[src/rtl/uart_pkg.sv]
// -----------------------------------------------------------------------------
// uart_pkg
// Shared types for the UART receive-side controller.
//   rx_ctrl_state_t : receive-enable sequencer states
//   ERR_PARITY / ERR_FRAMING : bit positions inside the 2-bit error field
//   rx_fifo_entry_t : one FIFO word, {err[1:0], data[7:0]}
// -----------------------------------------------------------------------------
package uart_pkg;

  typedef enum logic [1:0] {
    OFF   = 2'd0,
    ARM   = 2'd1,
    RUN   = 2'd2,
    DRAIN = 2'd3
  } rx_ctrl_state_t;

  localparam int ERR_PARITY  = 1;
  localparam int ERR_FRAMING = 0;

  typedef struct packed {
    logic [1:0] err;
    logic [7:0] data;
  } rx_fifo_entry_t;

endpackage

[src/rtl/uart_rx_fifo.sv]
// -----------------------------------------------------------------------------
// uart_rx_fifo
// Synchronous FIFO holding received characters with their error flags.
// Head entry is presented combinationally (no read latency); write latency 1.
// Ports:
//   clk, rst        clock, asynchronous active-high reset
//   push, pop       write / read requests (qualified internally)
//   flush           empties the FIFO; wins over a same-cycle push and pop
//   wr_entry        entry to write
//   rd_entry        head entry
//   full, empty     occupancy flags
//   level           occupancy 0..DEPTH
// -----------------------------------------------------------------------------
module uart_rx_fifo
  import uart_pkg::*;
#(
  parameter int DEPTH = 16,
  parameter int LVLW  = $clog2(DEPTH) + 1
) (
  input  logic             clk,
  input  logic             rst,
  input  logic             push,
  input  logic             pop,
  input  logic             flush,
  input  rx_fifo_entry_t   wr_entry,
  output rx_fifo_entry_t   rd_entry,
  output logic             full,
  output logic             empty,
  output logic [LVLW-1:0]  level
);

  localparam int AW = $clog2(DEPTH);

  logic [AW-1:0]   wr_ptr_reg;
  logic [AW-1:0]   rd_ptr_reg;
  logic [LVLW-1:0] level_reg;
  rx_fifo_entry_t  mem_reg [DEPTH];
  logic            do_push;
  logic            do_pop;

  assign full  = (level_reg == LVLW'(DEPTH));
  assign empty = (level_reg == '0);
  assign level = level_reg;

  // A push into a full FIFO is accepted only if a pop frees a slot the same cycle.
  assign do_push = push & ~flush & (~full | pop);
  assign do_pop  = pop & ~empty & ~flush;

  genvar gi;
  generate
    for (gi = 0; gi < DEPTH; gi++) begin : gen_mem
      always_ff @(posedge clk or posedge rst) begin
        if (rst) begin
          mem_reg[gi] <= '0;
        end else if (do_push && (wr_ptr_reg == AW'(gi))) begin
          mem_reg[gi] <= wr_entry;
        end
      end
    end
  endgenerate

  always_ff @(posedge clk or posedge rst) begin
    if (rst) begin
      wr_ptr_reg <= '0;
      rd_ptr_reg <= '0;
      level_reg  <= '0;
    end else if (flush) begin
      wr_ptr_reg <= '0;
      rd_ptr_reg <= '0;
      level_reg  <= '0;
    end else begin
      if (do_push) wr_ptr_reg <= wr_ptr_reg + AW'(1);
      if (do_pop)  rd_ptr_reg <= rd_ptr_reg + AW'(1);
      if (do_push && !do_pop)      level_reg <= level_reg + LVLW'(1);
      else if (!do_push && do_pop) level_reg <= level_reg - LVLW'(1);
    end
  end

  assign rd_entry = mem_reg[rd_ptr_reg];

endmodule

[src/rtl/uart_rx_ctrl.sv]
// -----------------------------------------------------------------------------
// uart_rx_ctrl
// Receive-side controller between the oversampling UART receiver and the bus.
//   - sequences rx_enable (arm on one idle bit-time, graceful drain on disable)
//   - merges out-of-band parity/framing pulses into the matching character
//   - buffers characters in uart_rx_fifo with a valid/ready pop port
//   - overrun / idle-timeout / watermark status and a registered interrupt
// Ports:
//   clk, rst                  clock, asynchronous active-high reset
//   enable, rx_en_cfg         global enable, software receive enable
//   flush                     single-cycle FIFO flush
//   osr_tick, osr_value       oversample tick, ticks per bit (0 treated as 1)
//   rxd_sync                  synchronised line, idle detection while arming
//   rx_data, rx_valid         character from receiver
//   rx_framing_error, rx_parity_error  error pulses from receiver
//   rx_busy                   receiver mid-character
//   rx_enable                 enable to receiver
//   m_data, m_err, m_valid, m_ready    FIFO pop port (head entry)
//   level, watermark          occupancy, level-interrupt threshold (0 = off)
//   overrun, timeout          sticky status, cleared by clr_overrun/clr_timeout
//   irq                       registered interrupt
// Optional build macro UART_RX_CTRL_ERR_DROP_EN: errored characters are
// discarded and flagged on a sticky err_drop output (cleared by clr_overrun).
// -----------------------------------------------------------------------------
module uart_rx_ctrl
  import uart_pkg::*;
#(
  parameter int DEPTH   = 16,
  parameter int TO_BITS = 40,
  parameter int LVLW    = $clog2(DEPTH) + 1
) (
  input  logic            clk,
  input  logic            rst,
  input  logic            enable,
  input  logic            rx_en_cfg,
  input  logic            flush,
  input  logic            osr_tick,
  input  logic [7:0]      osr_value,
  input  logic            rxd_sync,
  input  logic [7:0]      rx_data,
  input  logic            rx_valid,
  input  logic            rx_framing_error,
  input  logic            rx_parity_error,
  input  logic            rx_busy,
  output logic            rx_enable,
  output logic [7:0]      m_data,
  output logic [1:0]      m_err,
  output logic            m_valid,
  input  logic            m_ready,
  output logic [LVLW-1:0] level,
  input  logic [LVLW-1:0] watermark,
  output logic            overrun,
  output logic            timeout,
  input  logic            clr_overrun,
  input  logic            clr_timeout,
`ifdef UART_RX_CTRL_ERR_DROP_EN
  output logic            err_drop,
`endif
  output logic            irq
);

  localparam int TOW = $clog2(TO_BITS + 1);

  rx_ctrl_state_t state_reg, state_next;
  logic [7:0]     bit_cnt_reg;
  logic [7:0]     arm_cnt_reg;
  logic [TOW-1:0] to_cnt_reg;
  logic [1:0]     pend_err_reg, pend_err_next;
  logic           overrun_reg, timeout_reg, irq_reg;

  logic [7:0]     osr_last;
  logic           bit_tick, arm_done;
  logic [1:0]     pulse_err, merged_err;
  logic           push_req, fifo_push, pop, irq_extra;
  logic           overrun_set, to_clear, to_hit, wm_hit;
  logic           fifo_full, fifo_empty;
  rx_fifo_entry_t wr_entry, rd_entry;

  // osr_value of 0 behaves as 1 tick per bit.
  assign osr_last = (osr_value == 8'd0) ? 8'd0 : (osr_value - 8'd1);

  // '>=' keeps the counter wrapping promptly if osr_value shrinks mid-count.
  assign bit_tick = osr_tick && (bit_cnt_reg >= osr_last);

  always_ff @(posedge clk or posedge rst) begin
    if (rst)           bit_cnt_reg <= '0;
    else if (osr_tick) bit_cnt_reg <= bit_tick ? 8'd0 : bit_cnt_reg + 8'd1;
  end

  // Idle-line qualification while arming: one full bit-time of 1s on osr ticks.
  assign arm_done = (state_reg == ARM) && rxd_sync && osr_tick && (arm_cnt_reg >= osr_last);

  always_ff @(posedge clk or posedge rst) begin
    if (rst)                                    arm_cnt_reg <= '0;
    else if (state_reg != ARM || !rxd_sync)     arm_cnt_reg <= '0;
    else if (osr_tick)                          arm_cnt_reg <= arm_cnt_reg + 8'd1;
  end

  always_ff @(posedge clk or posedge rst) begin
    if (rst) state_reg <= OFF;
    else     state_reg <= state_next;
  end

  always_comb begin
    state_next = state_reg;
    case (state_reg)
      OFF:   if (enable && rx_en_cfg) state_next = ARM;
      ARM: begin
        if (!rx_en_cfg)    state_next = OFF;
        else if (arm_done) state_next = RUN;
      end
      RUN:   if (!rx_en_cfg) state_next = rx_busy ? DRAIN : OFF;
      DRAIN: if (!rx_busy || rx_valid) state_next = OFF;
      default: state_next = OFF;
    endcase
    if (!enable) state_next = OFF;
  end

  assign rx_enable = (state_reg == RUN) || (state_reg == DRAIN);
  assign push_req  = rx_valid && rx_enable;
  assign pop       = m_valid && m_ready;

  // Error pulses arrive out of band; hold them until the character strobe.
  always_comb begin
    pulse_err              = 2'b00;
    pulse_err[ERR_PARITY]  = rx_parity_error;
    pulse_err[ERR_FRAMING] = rx_framing_error;
  end
  assign merged_err = pend_err_reg | pulse_err;

  always_comb begin
    pend_err_next = merged_err;
    if (flush || state_next == OFF || rx_valid) pend_err_next = 2'b00;
  end

  always_ff @(posedge clk or posedge rst) begin
    if (rst) pend_err_reg <= 2'b00;
    else     pend_err_reg <= pend_err_next;
  end

`ifdef UART_RX_CTRL_ERR_DROP_EN
  logic err_drop_reg;
  assign fifo_push = push_req && (merged_err == 2'b00);
  always_ff @(posedge clk or posedge rst) begin
    if (rst) err_drop_reg <= 1'b0;
    else     err_drop_reg <= (push_req && (merged_err != 2'b00) && !flush)
                             | (err_drop_reg & ~clr_overrun);
  end
  assign err_drop  = err_drop_reg;
  assign irq_extra = err_drop_reg;
`else
  assign fifo_push = push_req;
  assign irq_extra = 1'b0;
`endif

  assign wr_entry.err  = merged_err;
  assign wr_entry.data = rx_data;

  uart_rx_fifo #(
    .DEPTH (DEPTH),
    .LVLW  (LVLW)
  ) u_fifo (
    .clk      (clk),
    .rst      (rst),
    .push     (fifo_push),
    .pop      (pop),
    .flush    (flush),
    .wr_entry (wr_entry),
    .rd_entry (rd_entry),
    .full     (fifo_full),
    .empty    (fifo_empty),
    .level    (level)
  );

  assign m_valid = ~fifo_empty;
  assign m_data  = rd_entry.data;
  assign m_err   = rd_entry.err;

  // Flush discards the character silently, so it never counts as overrun.
  assign overrun_set = fifo_push && fifo_full && !pop && !flush;

  // Idle timeout: bit-times elapsed with data waiting and no FIFO traffic.
  assign to_clear = push_req || pop || flush || (level == '0);
  assign to_hit   = !to_clear && bit_tick && (to_cnt_reg == TOW'(TO_BITS - 1));

  always_ff @(posedge clk or posedge rst) begin
    if (rst)                                              to_cnt_reg <= '0;
    else if (to_clear)                                    to_cnt_reg <= '0;
    else if (bit_tick && to_cnt_reg != TOW'(TO_BITS))     to_cnt_reg <= to_cnt_reg + TOW'(1);
  end

  assign wm_hit = (watermark != '0) && (level >= watermark);

  // Set beats clear on the same cycle for the sticky bits.
  always_ff @(posedge clk or posedge rst) begin
    if (rst) begin
      overrun_reg <= 1'b0;
      timeout_reg <= 1'b0;
      irq_reg     <= 1'b0;
    end else begin
      overrun_reg <= overrun_set | (overrun_reg & ~clr_overrun);
      timeout_reg <= to_hit | (timeout_reg & ~clr_timeout);
      irq_reg     <= overrun_reg | timeout_reg | wm_hit | irq_extra;
    end
  end

  assign overrun = overrun_reg;
  assign timeout = timeout_reg;
  assign irq     = irq_reg;

endmodule

[config.mk]
export PLATFORM = sky130hd
export DESIGN_NAME = uart_rx_ctrl
export DESIGN_NICKNAME = d
export VERILOG_FILES = /design/src/rtl/uart_pkg.sv /design/src/rtl/uart_rx_fifo.sv /design/src/rtl/uart_rx_ctrl.sv
export SDC_FILE = /design/constraint.sdc
export NUM_CORES = 1
export LEC_CHECK = 0
export BUFFER_PORTS_ARGS = -buffer_cell sky130_fd_sc_hd__clkbuf_2
export CAP_MARGIN = 20
export CORE_ASPECT_RATIO = 1.2
export CORE_UTILIZATION = 62
export CTS_CLUSTER_SIZE = 28
export DETAILED_ROUTE_END_ITERATION = 8
export PLACE_DENSITY = 0.77
export SYNTH_ARGS = -nofsm -noshare
export SYNTH_HDL_FRONTEND = slang
export SYNTH_SLANG_ARGS = --single-unit
[constraint.sdc]
create_clock -name clk -period 12.35 [get_ports clk]
set_input_delay 0.6175 -clock clk [delete_from_list [all_inputs] [get_ports clk]]
set_output_delay 0.6175 -clock clk [all_outputs]
set_load 0.005 [all_outputs]
; Yosys cells after proc, flatten, opt, wreduce, memory -nomap -nowiden
; Cells that the tools add are included.
[op_classes]
bitwise_logic = 18
n_addsub = 8
magnitude_cmp = 4
mux = 25
eq_ne = 22
n_reduce_logical = 58
[op_table]
columns = operator, count
row1 = $bmux 10 s4, 1
row2 = $eq 4x4->1 const B, 8
row3 = $logic_and 1x1->1, 32
row4 = $mux 8, 4
row5 = $mux 10, 2
row6 = $add 8x1->8 const B, 2
row7 = $eq 4x3->1 const B, 4
row8 = $ge 8x8->1, 2
row9 = $mux 2, 8
row10 = $mux 4, 4
row11 = $mux 5, 3
row12 = $mux 6, 2
row13 = $add 4x1->4 const B, 2
row14 = $eq 4x2->1 const B, 2
row15 = $logic_not 8->1, 1
row16 = $logic_or 1x1->1, 8
row17 = $pmux 2 s4, 1
row18 = $reduce_bool 2->1, 4
row19 = $sub 8x1->8 const B, 1
row20 = $logic_not 1->1, 7
row21 = $add 6x1->6 const B, 1
row22 = $and 1x1->1, 6
row23 = $eq 6x6->1 const B, 1
row24 = $ne 6x6->1 const B, 1
row25 = 18 further kinds, 28
[word_totals]
in_bits = 35
out_inout_bits = 20
register_bits = 202
elab_cells = 178

; Depth between registers and ports, before layout
[logic_depth]
depth_word = 12
ltp_mapped = 14
ltp_nobuf = 12

; Modules after synthesis
; Synthesis repeated with hierarchy kept, for this count alone.
[unflattened]
cells_unflattened = 761
hier_area_um2 = 10468.8
[by_module_without_submodules]
columns = module, area_each_um2, cells_each, seq_area_each_um2, instances
row1 = uart_rx_fifo, 8325.5, 522, 4329.2, 1
row2 = uart_rx_ctrl, 2143.3, 239, 725.7, 1

; Worst setup path before layout
; OpenSTA, ideal clock, no wires.
[synth_path]
path_type = input-to-reg
startpoint = input osr_value[0]
endpoint = register bit_cnt_reg[4]
path_slack_ns = 8.980
path_stages = 14
t_required_ns = 12.272
setup_time_ns = 0.078
path_buffers = 2
arrival_ns = 3.291
path_cell_list = inv_1 > ha_1 > nor2b_1 > nand3b_1 > or3_1 > and2_1 > ha_1 > nand2b_1 > a2111o_1 > a21o_1 > clkbuf_1 > clkbuf_1 > o21ai_0 > o2bb2ai_1
[synth_via]
elab_chain_len = 5
word_cells_on_any_way = 6
cone_classes = add/sub: 1 / order compare: 1 / mux: 2 / reduce/logical: 2
[synth_rtl]
columns = item, line
row1 = "start, declared", uart_rx_ctrl.sv:38  ; input logic [7:0] osr_value,
row2 = $sub 8x1->8 / $logic_not 8->1 (equally long branches), uart_rx_ctrl.sv:80  ; assign osr_last = (osr_value == 8'd0) ? 8'd0 : (osr_value - 8'd1);
row3 = $mux 8 *, uart_rx_ctrl.sv:80
row4 = $ge 8x8->1 *, uart_rx_ctrl.sv:83  ; assign bit_tick = osr_tick && (bit_cnt_reg >= osr_last);
row5 = $logic_and 1x1->1 *, uart_rx_ctrl.sv:83
row6 = $mux 8 *, uart_rx_ctrl.sv:87  ; else if (osr_tick) bit_cnt_reg <= bit_tick ? 8'd0 : bit_cnt_reg + 8'd1;
row7 = "end signal, assigned", uart_rx_ctrl.sv:87
row8 = "end, declared", uart_rx_ctrl.sv:65  ; logic [7:0] bit_cnt_reg;
; Mark *: on every way between the ends. The rest lies on a longest branch, timed or not.
; A chain may end at the register's enable or synchronous reset.

; Worst setup path in the final report
[layout_path]
startpoint = register u_fifo.rd_ptr_reg[0]
endpoint = output m_err[0]
[layout_via]
elab_chain_len = 4
[layout_rtl]
columns = item, line
row1 = "start, declared", uart_rx_fifo.sv:35  ; logic [AW-1:0] rd_ptr_reg;
row2 = "start signal, assigned", uart_rx_fifo.sv:73  ; if (do_pop) rd_ptr_reg <= rd_ptr_reg + AW'(1);
row3 = $not 4->5 (not written as such), uart_rx_fifo.sv:79  ; assign rd_entry = mem_reg[rd_ptr_reg];
row4 = $bmux 10 s4, uart_rx_fifo.sv:79
row5 = $mux 10 (not written as such) (2 in a row), uart_rx_fifo.sv:79
row6 = "end, declared", uart_rx_ctrl.sv:47  ; output logic [1:0] m_err,
; Every way passes these cells. The select of a mux whose other input is x is not followed.

==> results.md <==
| Quantity | Value | Unit |
| --- | --- | --- |
| FILL cells | 1090 | - |
| CTS buffer count | 21 | - |
| Maximum fanout along the worst path | 32 | - |
| Final setup TNS | 0 | ns |
| Post-Synthesis Net Count | 875 | - |
| Number of nets still failing antenna checks after routing | 0 | - |
| Final-report hold violation count | 0 | - |
| Flops & latches, synth | 202 | - |
| Post-CTS setup buffer count | 0 | - |
| Total Die Area | 0.0173 | mm2 |
| Placeable Area | 0.0163 | mm2 |
| Starting density of the core | 0.638 | - |
| Height of the die | 144 | um |
| Die Width | 120 | um |
| Detailed-route wire length per cell | 21.4 | um |
| F_max | 277 | MHz |
| Number of flops mapped to enable cells by yosys | 0 | - |
| Gate count after technology mapping | 805 | - |
| PwrDens | 141 | mW/mm2 |
| First-pass GRT wire length | 37400 | um |
| Peak VDD IR | 0.103 | mV |
| Fraction of final layout cells sized beyond drive strength 1 | 0.345 | - |
| Setup Skew | 0.00940 | ns |
| Worst Setup Slack, final | 8.73 | ns |
| Slew @ Worst Pin | 1.08 | ns |
| Async SR Flop Fraction | 1.00 | - |
| Root Buffer | clkbuf_16 | - |
| Slew margin rel. | 0.280 | - |
| Count of antenna diodes in the layout | 0 | - |
| Number of placement rows | 51 | - |
| DR DRC count | 0 | - |
| Routed via count divided by cell count | 6.26 | - |
| Weighted congestion at the end of routability-driven global placement | 0.879 | - |
| Worst hold path type | in -> async | - |
| Number of detailed-route iterations in the first pass | 4 | - |
| CTS sink cnt | 202 | - |
| Critical path endpoint category | output port | - |
| Count of distinct cell types in the synthesized netlist | 57 | - |
| Number of pins exceeding their max-slew limit in the final report | 0 | - |
| Leakage power figure | 0.00543 | uW |
| Crit path required time | 11.73 | ns |
| Fin nets | 915 | - |
| Maximum root-to-sink buffer count | 3 | - |
| Largest net degree at the start of global routing | 125 | - |
| Total via count in the routed design | 6704 | - |
| Global Route met2 Usage | 0.493 | - |
| Startpoint-to-endpoint class of the critical path | reg -> out | - |
| Most Used Layer, Global Route | met2 | - |
| Tmin final | 3.62 | ns |
| Clock transition time at the flip-flop clock pins of the worst setup and hold paths | 0.06 | ns |
| Max reg flops | 160 | - |
| Most used DFF post-synth | dfrtp_1 | - |
| Top-level I/O count | 55 | - |
| DP Worst Slack | 8.59 | ns |
| # resized after CTS | 0 | - |
| Post-Syn Area | 0.0104 | mm2 |
| CTS hold repair buffers | 0 | - |
| Overall Global Routing Usage | 0.283 | - |
| Synthesized area divided by synthesized cell count | 12.9 | um2 |
| Later-pin clock latency in the skew report | 0.50 | ns |
| Final wirelength | 22900 | um |
| Overflow after GRT | 0 | - |
| Startpoint of the lowest-slack register-to-register path | u_fifo.level[1] | - |
| Vias in the first global route | 7146 | - |
| Maximum Capacitance Violations | 0 | - |
| Total power of the final layout | 1620 | uW |
| Area added between synthesis and finish | 10.6 | % |
| Setup repair after global routing missed its margin | false | - |
| Met1 Usage GRT | 0.357 | - |
| Data arrival, critical path | 3.00 | ns |
| Number of setup violations in the final report | 0 | - |
| Routing usage on met3 | 0.0417 | - |
| Warnings, synthesis | 0 | - |
| Startpoint kind of the worst setup timing path | flop | - |
| Clock tree from TritonCTS | built | - |
| Detailed Place HPWL | 14500 | um |
| Sequential share of the synthesized area | 0.487 | - |
| Buffers on Ports | 54 | - |
| Initial detailed-routing violation count | 466 | - |
| CTS HTree Levels | 1 | - |
| Result of the run | finished, final reports clean | - |
| Number of antenna violations at the first check in global routing | 0 | - |
| Critical path startpoint | u_fifo.rd_ptr_reg[0] | - |
| Post-route fraction of the period consumed by the critical path | 0.293 | - |
## metrics by stage
step / instances / hold slack [ns] / util / instance area (um2)
2_1_floorplan: 805 / 0.445 / - / 10400
3_3_place_gp: 1033 / 0.457 / 0.660 / 10700
3_5_place_dp: 1033 / 0.476 / 0.660 / 10700
4_1_cts: 1070 / 0.313 / 0.704 / 11500
5_1_grt: 1071 / 0.373 / 0.706 / 11500
6_report: 1071 / 0.285 / 0.706 / 11500
## placed cells by master, fill, tap and decap left out, types with 11 or more instances in the layout
cell type	instances
nand4_1	12
o21ai_0	30
mux2_2	98
mux4_2	50
clkbuf_2	54
mux2_4	30
inv_1	26
buf_4	11
a21oi_1	33
nor2_1	60
ha_1	34
dfrtp_1	200
clkbuf_16	21
xor2_1	11
nand2_1	48
nand3_1	14
## metal layers
metal / vias up / wire length [um]
met4: 0 / 736
li1: 3011 / -
met3: 62 / 1190
met1: 3430 / 9120
met5: - / 0
met2: 201 / 11900
## cells by family after synthesis
family | share of synthesized area
buf+inv | 0.0370
mux | 0.265
simple gates | 0.0910
fa+ha+maj | 0.0429
flops | 0.487
compound gates | 0.0616
xor+xnor | 0.0152
## Yosys cell counts, types with 7 or more instances
master      n  share of area
ha_1       34          0.041
buf_2      10         0.0048
mux4_2     50           0.11
nor2_1     60          0.022
buf_4      10         0.0072
a21oi_1    33          0.016
nor2b_1     9         0.0054
xnor2_1     7         0.0059
nand4_1    12         0.0072
clkbuf_1   19         0.0069
o21ai_0    30          0.014
nor4_1      7         0.0042
nand2_1    48          0.017
xor2_1     11         0.0093
mux2_2     98           0.11
mux2_4     30          0.043
dfrtp_1   202           0.49
nand3_1    14         0.0067
inv_1      27         0.0098
## final cells by class
cell class,count,area (um2),share of cell area
Timing Repair Buffer,66,380,0.0331
Inverter,28,113,0.00981
Clock buffer,27,578,0.0503
Tap cell,212,265,0.0231
Sequential cell,202,5060,0.440
Multi-Input combinational cell,526,4950,0.431
Clock inverter,10,143,0.0124
## final timing paths
path                                           end  slack [ns]  depth (start not counted)
worst max-delay path                      m_err[0]        8.73                          4
worst min-delay path            u_fifo.mem_reg[96]        0.28                          2
worst max register to register     u_fifo.level[4]        9.01                          9
worst min register to register  u_fifo.mem_reg[99]        0.48                          2
max in group asynchronous       u_fifo.mem_reg[32]       10.92                          4
min in group clk                      state_reg[1]        0.37                          2
## power breakdown
group,switching [uW],internal [uW]
clock network,263,396
logic,140,107
registers,36.6,681
total,440,1180
## critical path, stage by stage, from the launching register on
cell and delay (ns):
dfrtp_2 0.60, buf_4 0.60, mux4_2 0.61, mux4_2 0.52, clkbuf_2 0.14
(Power assumes the default switching activity.)
